**src/rtl/scoreboard_sched_pkg.sv**
```systemverilog
// Shared types for the lane-scheduling scoreboard controller.
package scoreboard_sched_pkg;

  localparam int STATE_W = 3;

  typedef enum logic [STATE_W-1:0] {
    ST_RESET_SB = 3'd0,
    ST_ARMED    = 3'd1,
    ST_TRACK    = 3'd2,
    ST_DONE     = 3'd3,
    ST_ERR      = 3'd4
  } sched_state_e;

endpackage

```
**src/rtl/lane_rr_ptr.sv**
```systemverilog
// Round-robin lane pointer: advances by one on adv, wraps from LANES-1 to 0.
module lane_rr_ptr #(
  parameter int LANES = 4,
  parameter int LANEW = $clog2(LANES)
) (
  input  logic             clk,
  input  logic             rst,
  input  logic             adv,
  output logic [LANEW-1:0] ptr
);

  logic [LANEW-1:0] ptr_q;
  logic [LANEW-1:0] ptr_d;

  // Next pointer: explicit wrap so non-power-of-two lane counts work.
  always_comb begin
    ptr_d = ptr_q;
    if (adv) begin
      ptr_d = (ptr_q == LANEW'(LANES - 1)) ? '0 : ptr_q + LANEW'(1);
    end
  end

  // Pointer register, cleared by reset.
  always_ff @(posedge clk) begin
    if (rst) ptr_q <= '0;
    else     ptr_q <= ptr_d;
  end

  assign ptr = ptr_q;

endmodule

```
**src/rtl/scoreboard_lane_sched.sv**
```systemverilog
// Time-shares one magic-packet scoreboard across several FIFO lanes,
// re-arming it between checks and bounding each check with a timeout.
module scoreboard_lane_sched
  import scoreboard_sched_pkg::*;
#(
  parameter int LANES   = 4,
  parameter int WIDTH   = 8,
  parameter int TIMEOUT = 64,
  parameter int LANEW   = $clog2(LANES),
  parameter int TW      = $clog2(TIMEOUT + 1)
) (
  input  logic                   clk,
  input  logic                   rst,
  input  logic [LANES-1:0]       lane_push,
  input  logic [LANES-1:0]       lane_pop,
  input  logic [LANES*WIDTH-1:0] lane_data_in,
  input  logic [LANES*WIDTH-1:0] lane_data_out,
  input  logic                   start_req,
  output logic                   sb_rst,
  output logic                   sb_push,
  output logic                   sb_pop,
  output logic                   sb_start,
  output logic [WIDTH-1:0]       sb_data_in,
  output logic [WIDTH-1:0]       sb_data_out,
  input  logic                   sb_data_out_vld,
  input  logic                   sb_prop,
  output logic [LANEW-1:0]       lane_sel,
  output logic                   busy,
  output logic                   check_done,
  output logic                   timeout_err,
  output logic                   prop_ok
);

  sched_state_e  state_q, state_d;
  logic [TW-1:0] cnt_q, cnt_d;
  logic [WIDTH-1:0] din_arr  [LANES];
  logic [WIDTH-1:0] dout_arr [LANES];

  // Unpack the flat lane buses so the selected lane is a plain array index.
  genvar gi;
  generate
    for (gi = 0; gi < LANES; gi++) begin : g_unpack
      assign din_arr[gi]  = lane_data_in[gi*WIDTH +: WIDTH];
      assign dout_arr[gi] = lane_data_out[gi*WIDTH +: WIDTH];
    end
  endgenerate

  // Lane only moves on DONE->RESET_SB, so it is stable while a packet is held.
  lane_rr_ptr #(
    .LANES (LANES),
    .LANEW (LANEW)
  ) u_ptr (
    .clk (clk),
    .rst (rst),
    .adv (state_q == ST_DONE),
    .ptr (lane_sel)
  );

  // Next-state and timeout counter; exit indication beats the timeout.
  always_comb begin
    state_d = state_q;
    cnt_d   = cnt_q;
    case (state_q)
      ST_RESET_SB: begin
        state_d = ST_ARMED;
        cnt_d   = '0;
      end
      ST_ARMED: begin
        if (start_req && lane_push[lane_sel]) begin
          state_d = ST_TRACK;
          cnt_d   = '0;
        end
      end
      ST_TRACK: begin
        if (cnt_q != TW'(TIMEOUT)) cnt_d = cnt_q + TW'(1);
        if (sb_data_out_vld)                state_d = ST_DONE;
        else if (cnt_q == TW'(TIMEOUT - 1)) state_d = ST_ERR;
      end
      ST_DONE:  state_d = ST_RESET_SB;
      ST_ERR:   state_d = ST_ERR;
      default:  state_d = ST_RESET_SB;
    endcase
  end

  // State and counter registers.
  always_ff @(posedge clk) begin
    if (rst) begin
      state_q <= ST_RESET_SB;
      cnt_q   <= '0;
    end else begin
      state_q <= state_d;
      cnt_q   <= cnt_d;
    end
  end

  // Routing and status; the scoreboard sees nothing while it is being reset.
  always_comb begin
    sb_rst      = rst | (state_q == ST_RESET_SB);
    sb_push     = 1'b0;
    sb_pop      = 1'b0;
    sb_start    = 1'b0;
    busy        = (state_q == ST_ARMED) || (state_q == ST_TRACK);
    check_done  = (state_q == ST_DONE);
    timeout_err = (state_q == ST_ERR);
    if (state_q != ST_RESET_SB) begin
      sb_push = lane_push[lane_sel];
      sb_pop  = lane_pop[lane_sel];
    end
    if (state_q == ST_ARMED) sb_start = start_req;
    prop_ok = sb_prop & ~timeout_err;
  end

  assign sb_data_in  = din_arr[lane_sel];
  assign sb_data_out = dout_arr[lane_sel];

endmodule

```
**config.mk**
```make
export PLATFORM = sky130hd
export DESIGN_NAME = scoreboard_lane_sched
export DESIGN_NICKNAME = d
export VERILOG_FILES = /design/src/rtl/scoreboard_sched_pkg.sv /design/src/rtl/lane_rr_ptr.sv /design/src/rtl/scoreboard_lane_sched.sv
export SDC_FILE = /design/constraint.sdc
export NUM_CORES = 1
export LEC_CHECK = 0
export CAP_MARGIN = 20
export CORE_MARGIN = 2
export CORE_UTILIZATION = 32
export CTS_CLUSTER_DIAMETER = 50
export DETAILED_ROUTE_END_ITERATION = 10
export GPL_ROUTABILITY_DRIVEN = 1
export PLACE_DENSITY = 0.84
export SLEW_MARGIN = 20
export SYNTH_ARGS = -nofsm -noshare
export SYNTH_HDL_FRONTEND = slang
export SYNTH_SLANG_ARGS = --single-unit
```
**constraint.sdc**
```tcl
create_clock -name clk -period 2.5 [get_ports clk]
set_input_delay 0.5 -clock clk [delete_from_list [all_inputs] [get_ports clk]]
set_output_delay 0.5 -clock clk [all_outputs]
set_load 0.05 [all_outputs]
```
# ---- Yosys cells after proc, flatten, opt, wreduce, memory -nomap -nowiden
# Index checks and enable logic that the tools add are counted.
dict set report classes {
  n_addsub 2
  multipliers 0
  n_div 0
  n_lt_le_gt_ge 2
  eq_ne 10
  shifts 0
  mux 21
  bitwise_logic 4
  n_reduce_logical 7
}
# operator count
set op_table {}
lappend op_table {{binary-select mux 8 bit (select 2 bit)} 2}
lappend op_table {{two-way mux 8 bit} 4}
lappend op_table {{case mux 7 bit (3 select lines)} 1}
lappend op_table {{two-way mux 7 bit} 2}
lappend op_table {{case mux 3 bit (4 select lines)} 1}
lappend op_table {{two-way mux 3 bit} 3}
lappend op_table {{adder 7 x 1 -> 7 bit (second input constant)} 1}
lappend op_table {{== test 7 x 6 -> 1 bit (second input constant)} 1}
lappend op_table {{inequality test 7 bit (second input constant)} 1}
lappend op_table {{== test 3 x 2 -> 1 bit (second input constant)} 2}
lappend op_table {{nonzero test 3 bit} 2}
lappend op_table {{two-way mux 1 bit} 5}
lappend op_table {{binary-select mux 1 bit (select 2 bit)} 2}
lappend op_table {{inequality test 2 bit (second input constant)} 2}
lappend op_table {{== test 3 x 1 -> 1 bit (second input constant)} 1}
lappend op_table {{== test 3 bit (second input constant)} 1}
lappend op_table {{>= comparator 3 bit (second input constant)} 1}
lappend op_table {{zero test 3 bit} 1}
lappend op_table {{less-than comparator 2 x 3 -> 1 bit (second input constant)} 1}
lappend op_table {{inequality test 3 bit (second input constant)} 1}
lappend op_table {{NOT 2 -> 3 bit} 1}
lappend op_table {{AND reduction 3 bit} 1}
lappend op_table {{adder 2 x 1 -> 2 bit (second input constant)} 1}
lappend op_table {{== test 2 bit (second input constant)} 1}
lappend op_table {{7 further kinds} 7}
dict set report totals {
  regBits 12
  latchBits 0
  ramBits 0
  mem_bits_ro 0
  input_bits 77
  output_inout_bits 26
  wordCells 49
  n_memories 0
}

# ---- Depth between registers and ports, before layout
# Gate-level depths: netlist (run 1).
dict set report logic_depth {
  depth_word 5
  mapped_depth 6
}

# ---- Modules after synthesis
# A second synthesis (run 1) with hierarchy kept.
dict set report unflattened {
  cells_unflattened 111
  area_unflattened_um2 1192.4
}
# mod n_inst cells_per_inst area_per_inst_um2 seq_area_each_um2
set by_module_without_submodules {}
lappend by_module_without_submodules {scoreboard_lane_sched 1 103 1106.1 200.2}
lappend by_module_without_submodules {lane_rr_ptr 1 8 86.3 40.0}

# ---- Worst setup path before layout (run 1)
# Ideal clock, no wire load.
dict set report synth_path {
  path_type {register -> output}
  from {register state_q[2]}
  to {output port prop_ok}
  arrival_ps 2466
  slack_ps -466
  path_stages_with_launch 4
  path_buffers 1
  path_cell_list {dfxtp_1 -> clkbuf_1 -> nor3b_1 -> nor2b_1}
}
dict set report synth_between {
  elab_chain_len 3
}
# item line
set synth_lines {}
lappend synth_lines {{from (decl)} scoreboard_lane_sched.sv:34} ;# sched_state_e state_q, state_d;
lappend synth_lines {{from (signal assigned)} scoreboard_lane_sched.sv:91} ;# state_q <= state_d;
lappend synth_lines {{== test 3 bit} scoreboard_lane_sched.sv:104} ;# timeout_err = (state_q == ST_ERR);
lappend synth_lines {{named net timeout_err} scoreboard_lane_sched.sv:30} ;# output logic timeout_err,
lappend synth_lines {{NOT 1 bit} scoreboard_lane_sched.sv:110} ;# prop_ok = sb_prop & ~timeout_err;
lappend synth_lines {{AND 1 bit} scoreboard_lane_sched.sv:110}
lappend synth_lines {{to (decl)} scoreboard_lane_sched.sv:31} ;# output logic prop_ok
# The timed path passes the listed nets, and every way through them passes these cells.

# ---- Worst setup path after layout (run 1)
dict set report layout_path {
  from {register state_q[1]}
  to {output port timeout_err}
}
dict set report layout_between {
  elab_chain_len 1
}
# item line
set layout_lines {}
lappend layout_lines {{== test 3 bit} scoreboard_lane_sched.sv:104}
lappend layout_lines {{to (decl)} scoreboard_lane_sched.sv:30}
# No other way between the ends.

==> results of run 1 <==
## layer usage
layer | GRT usage (%) | wire [um] | vias to the layer above
met5 | 0 | 0 | -
li1 | - | - | 674
met1 | 22.6 | 1590 | 653
met4 | 6.91 | 131 | 0
met3 | 5.21 | 375 | 12
met2 | 35.7 | 2240 | 66
## power groups by stage
stage	Combinational, mW	Clock, mW	Sequential, mW
after global placement	0.354	0	0.209
after CTS	0.362	0.175	0.205
after detailed placement	0.361	0	0.209
after floorplan	0.178	0	0.203
after global routing	0.376	0.185	0.206
final	0.360	0.173	0.205
## state kept, by name, indices dropped and copies added, names as in the netlist
register	count
u_ptr.ptr	2
state_q	3
cnt_q	7
## how the worst min path moves through the flow
stage,to,cells after the start
2_1_floorplan,cnt_q[1],2
3_3_place_gp,cnt_q[1],2
3_5_place_dp,cnt_q[1],2
4_1_cts,cnt_q[1],2
5_1_grt,cnt_q[1],2
6_report,cnt_q[1],2
## cell families after synthesis
group           after synthesis
simple gates                 43
flops                        12
mux                          21
fa+ha+maj                     3
compound gates               23
xor+xnor                      1
buf+inv                      14
## worst max-delay path, delay by kind of cell (launching register included)
kind          cells  cell delay (ns)
simple gates      1             0.30
flops             1             0.44
buf+inv           1             0.84
## final cells by class
type                       instances  area, um^2  area share, %
clock buffer                       3        41.3           1.78
inverter                           5        18.8          0.811
multi-input combinational         91         895           38.6
sequential                        12         241           10.4
tap                               48        60.1           2.59
timing repair buffer             107        1060           45.7
## Yosys cell counts (all sizes together), types with 2 or more instances
| library cell | instances | area share (%) |
|---|---|---|
| mux4 | 17 | 32 |
| dfxtp | 12 | 20 |
| nor2 | 8 | 2.5 |
| nor3 | 6 | 2.5 |
| buf | 5 | 2.5 |
| inv | 5 | 1.6 |
| nand2 | 5 | 1.6 |
| a21oi | 4 | 1.7 |
| clkbuf | 4 | 1.3 |
| nand3 | 4 | 1.7 |
| nand3b | 4 | 2.5 |
| or3 | 4 | 2.1 |
| a211oi | 3 | 1.9 |
| a31oi | 3 | 1.6 |
| ha | 3 | 3.2 |
| mux2i | 3 | 2.5 |
| nor2b | 3 | 1.6 |
| a311oi | 2 | 2.0 |
| nor3b | 2 | 1.3 |
| o311ai | 2 | 1.5 |
| o31ai | 2 | 1.3 |
## through the flow
step	area (um^2)	total power [mW]	worst slack (ns)
CTS	2310	0.741	0.172
global placement	2270	0.563	0.203
detailed placement	2270	0.570	0.144
floorplan	1200	0.381	0.114
global route	2310	0.767	0.108
finish	2310	0.738	0.188
==> reports/qor.yml, run 1 <==
place.gp.congestion: 0.776
synth-simple-area-share_pct: 19.8
grt_pass1_vias: 1359
initial_core_util_pct: 32.9
finalCritPeriodShare_pct: 92.5
synth-warning-count: 0
vias: 1405
slowest_delay_ns: 0.84
clk_latency_ns: 0.24
totalWireLength_um: 4340
fill_cells: 293
synth-edff-count: 0
worstPathRequired_ns: 2.00
regToRegSetupSlack_ns: 0.46
power_density_nw_per_um2: 319
reg2reg_to: "cnt_q[6]"
end_kind: "output port"
power_frac_seq_pct: 27.7
rr_worst_depth: 4
hold_class: "register to register"
ys_types: 40
path_cells: "nor3b_2 -> clkdlybuf4s50_1"
clk_path_buf_depth: 2
setup-tns-final_ns: 0
crit_fanout: 14
utilization_pct: 64.2
die_y_um: 64.9
dieArea_um2: 4210
worstSetupStartpoint: "state_q[1]"
synth_xor_area_share_pct: 0.738
synth_seq_cells: 12
drt-wirelength-per-cell_um: 16.3
cts_tree: "done"
max-vdd-ir-drop_uv: 213
status: "complete, no violations"
io_pins: 103
dp_cells: 263
ys_seq_area_share_pct: 20.3
ant_nets: 0
synth_nets: 197
place_hpwl_um: 3670
fmax_mhz: 432
htreeDepth: 1
critical_path_class: "register to output port"
grt.total_usage_pct: 19.9
worst_setup_path_start_kind: "register"
r2r_start: "u_ptr.ptr[1]"
slew_headroom_pct: 47.9
hold_start: "cnt_q[1]"
clk_pin_slew_ns: 0.05
synth_adder_area_share_pct: 3.16
drtIter0Drc: 37
n_antenna_cell: 0
p_int_mw: 0.497
grt_setup_unrepaired: "false"
finalSetupViolations: 0
crit_arrival_ns: 1.81
drive_gt1_share_pct: 27.1
grt_overflow: 0
cts_sinks: 12
maxCapViolations: 0
holdWs_ns: 0.517
antenna_found_initial: 0
syn_area_per_cell_um2: 10.1
switching_power_mw: 0.241
chipWidth_um: 64.9
grt_max_degree: 15
comb_power_share_pct: 48.8
crit_path_top_delay_cell: "clkdlybuf4s50_1"
drv_slew: 0
fp-row-count: 22
dr.pass1.iters: 5
endpoint: "timeout_err"
post_cts_buffers: 0
cts-root-buf: "clkbuf_8"
cts-resized-gates: 0
core_region_area_um2: 3610
fin_worst_skew_ns: 0.00559
synth-compound-area-share_pct: 14.9
numPortBuffers: 102
stdcell_count: 266
layout_common_cells: "77 x clkdlybuf4s50_1, 25 x buf_4, 17 x mux4_2"
finalHoldViolations: 0
layout.nets: 300
hold_buffers: 0
cts_buffers: 3
syn-cell-area_um2: 1190
synth_top_family_by_area: "multiplexers"
swShare_pct: 32.7
clkPwrFrac_pct: 23.5
worstMarginPinSlew_ns: 0.775
synth_flop_cell: "dfxtp_1"
drc_errors: 0
grt_pass1_wl_um: 6490
ys_async_sr_fraction_pct: 0
area_growth_pct: 95.1
synthCells: 117
muxShareOfSynthArea_pct: 35.8
layout_commonest_cell: "clkdlybuf4s50_1"
avgViaCountPerCell: 5.28
p_leak_nw: 0.841
fin_crit_ns: 2.31
Note: power is estimated with default switching activity, not from simulation.
==> run 2: changes to the inputs <==
Settings changed: CTS_CLUSTER_DIAMETER 50 to 120.
==> results of run 2 <==
Final layout, timing and power as in run 1 (identical DEF).
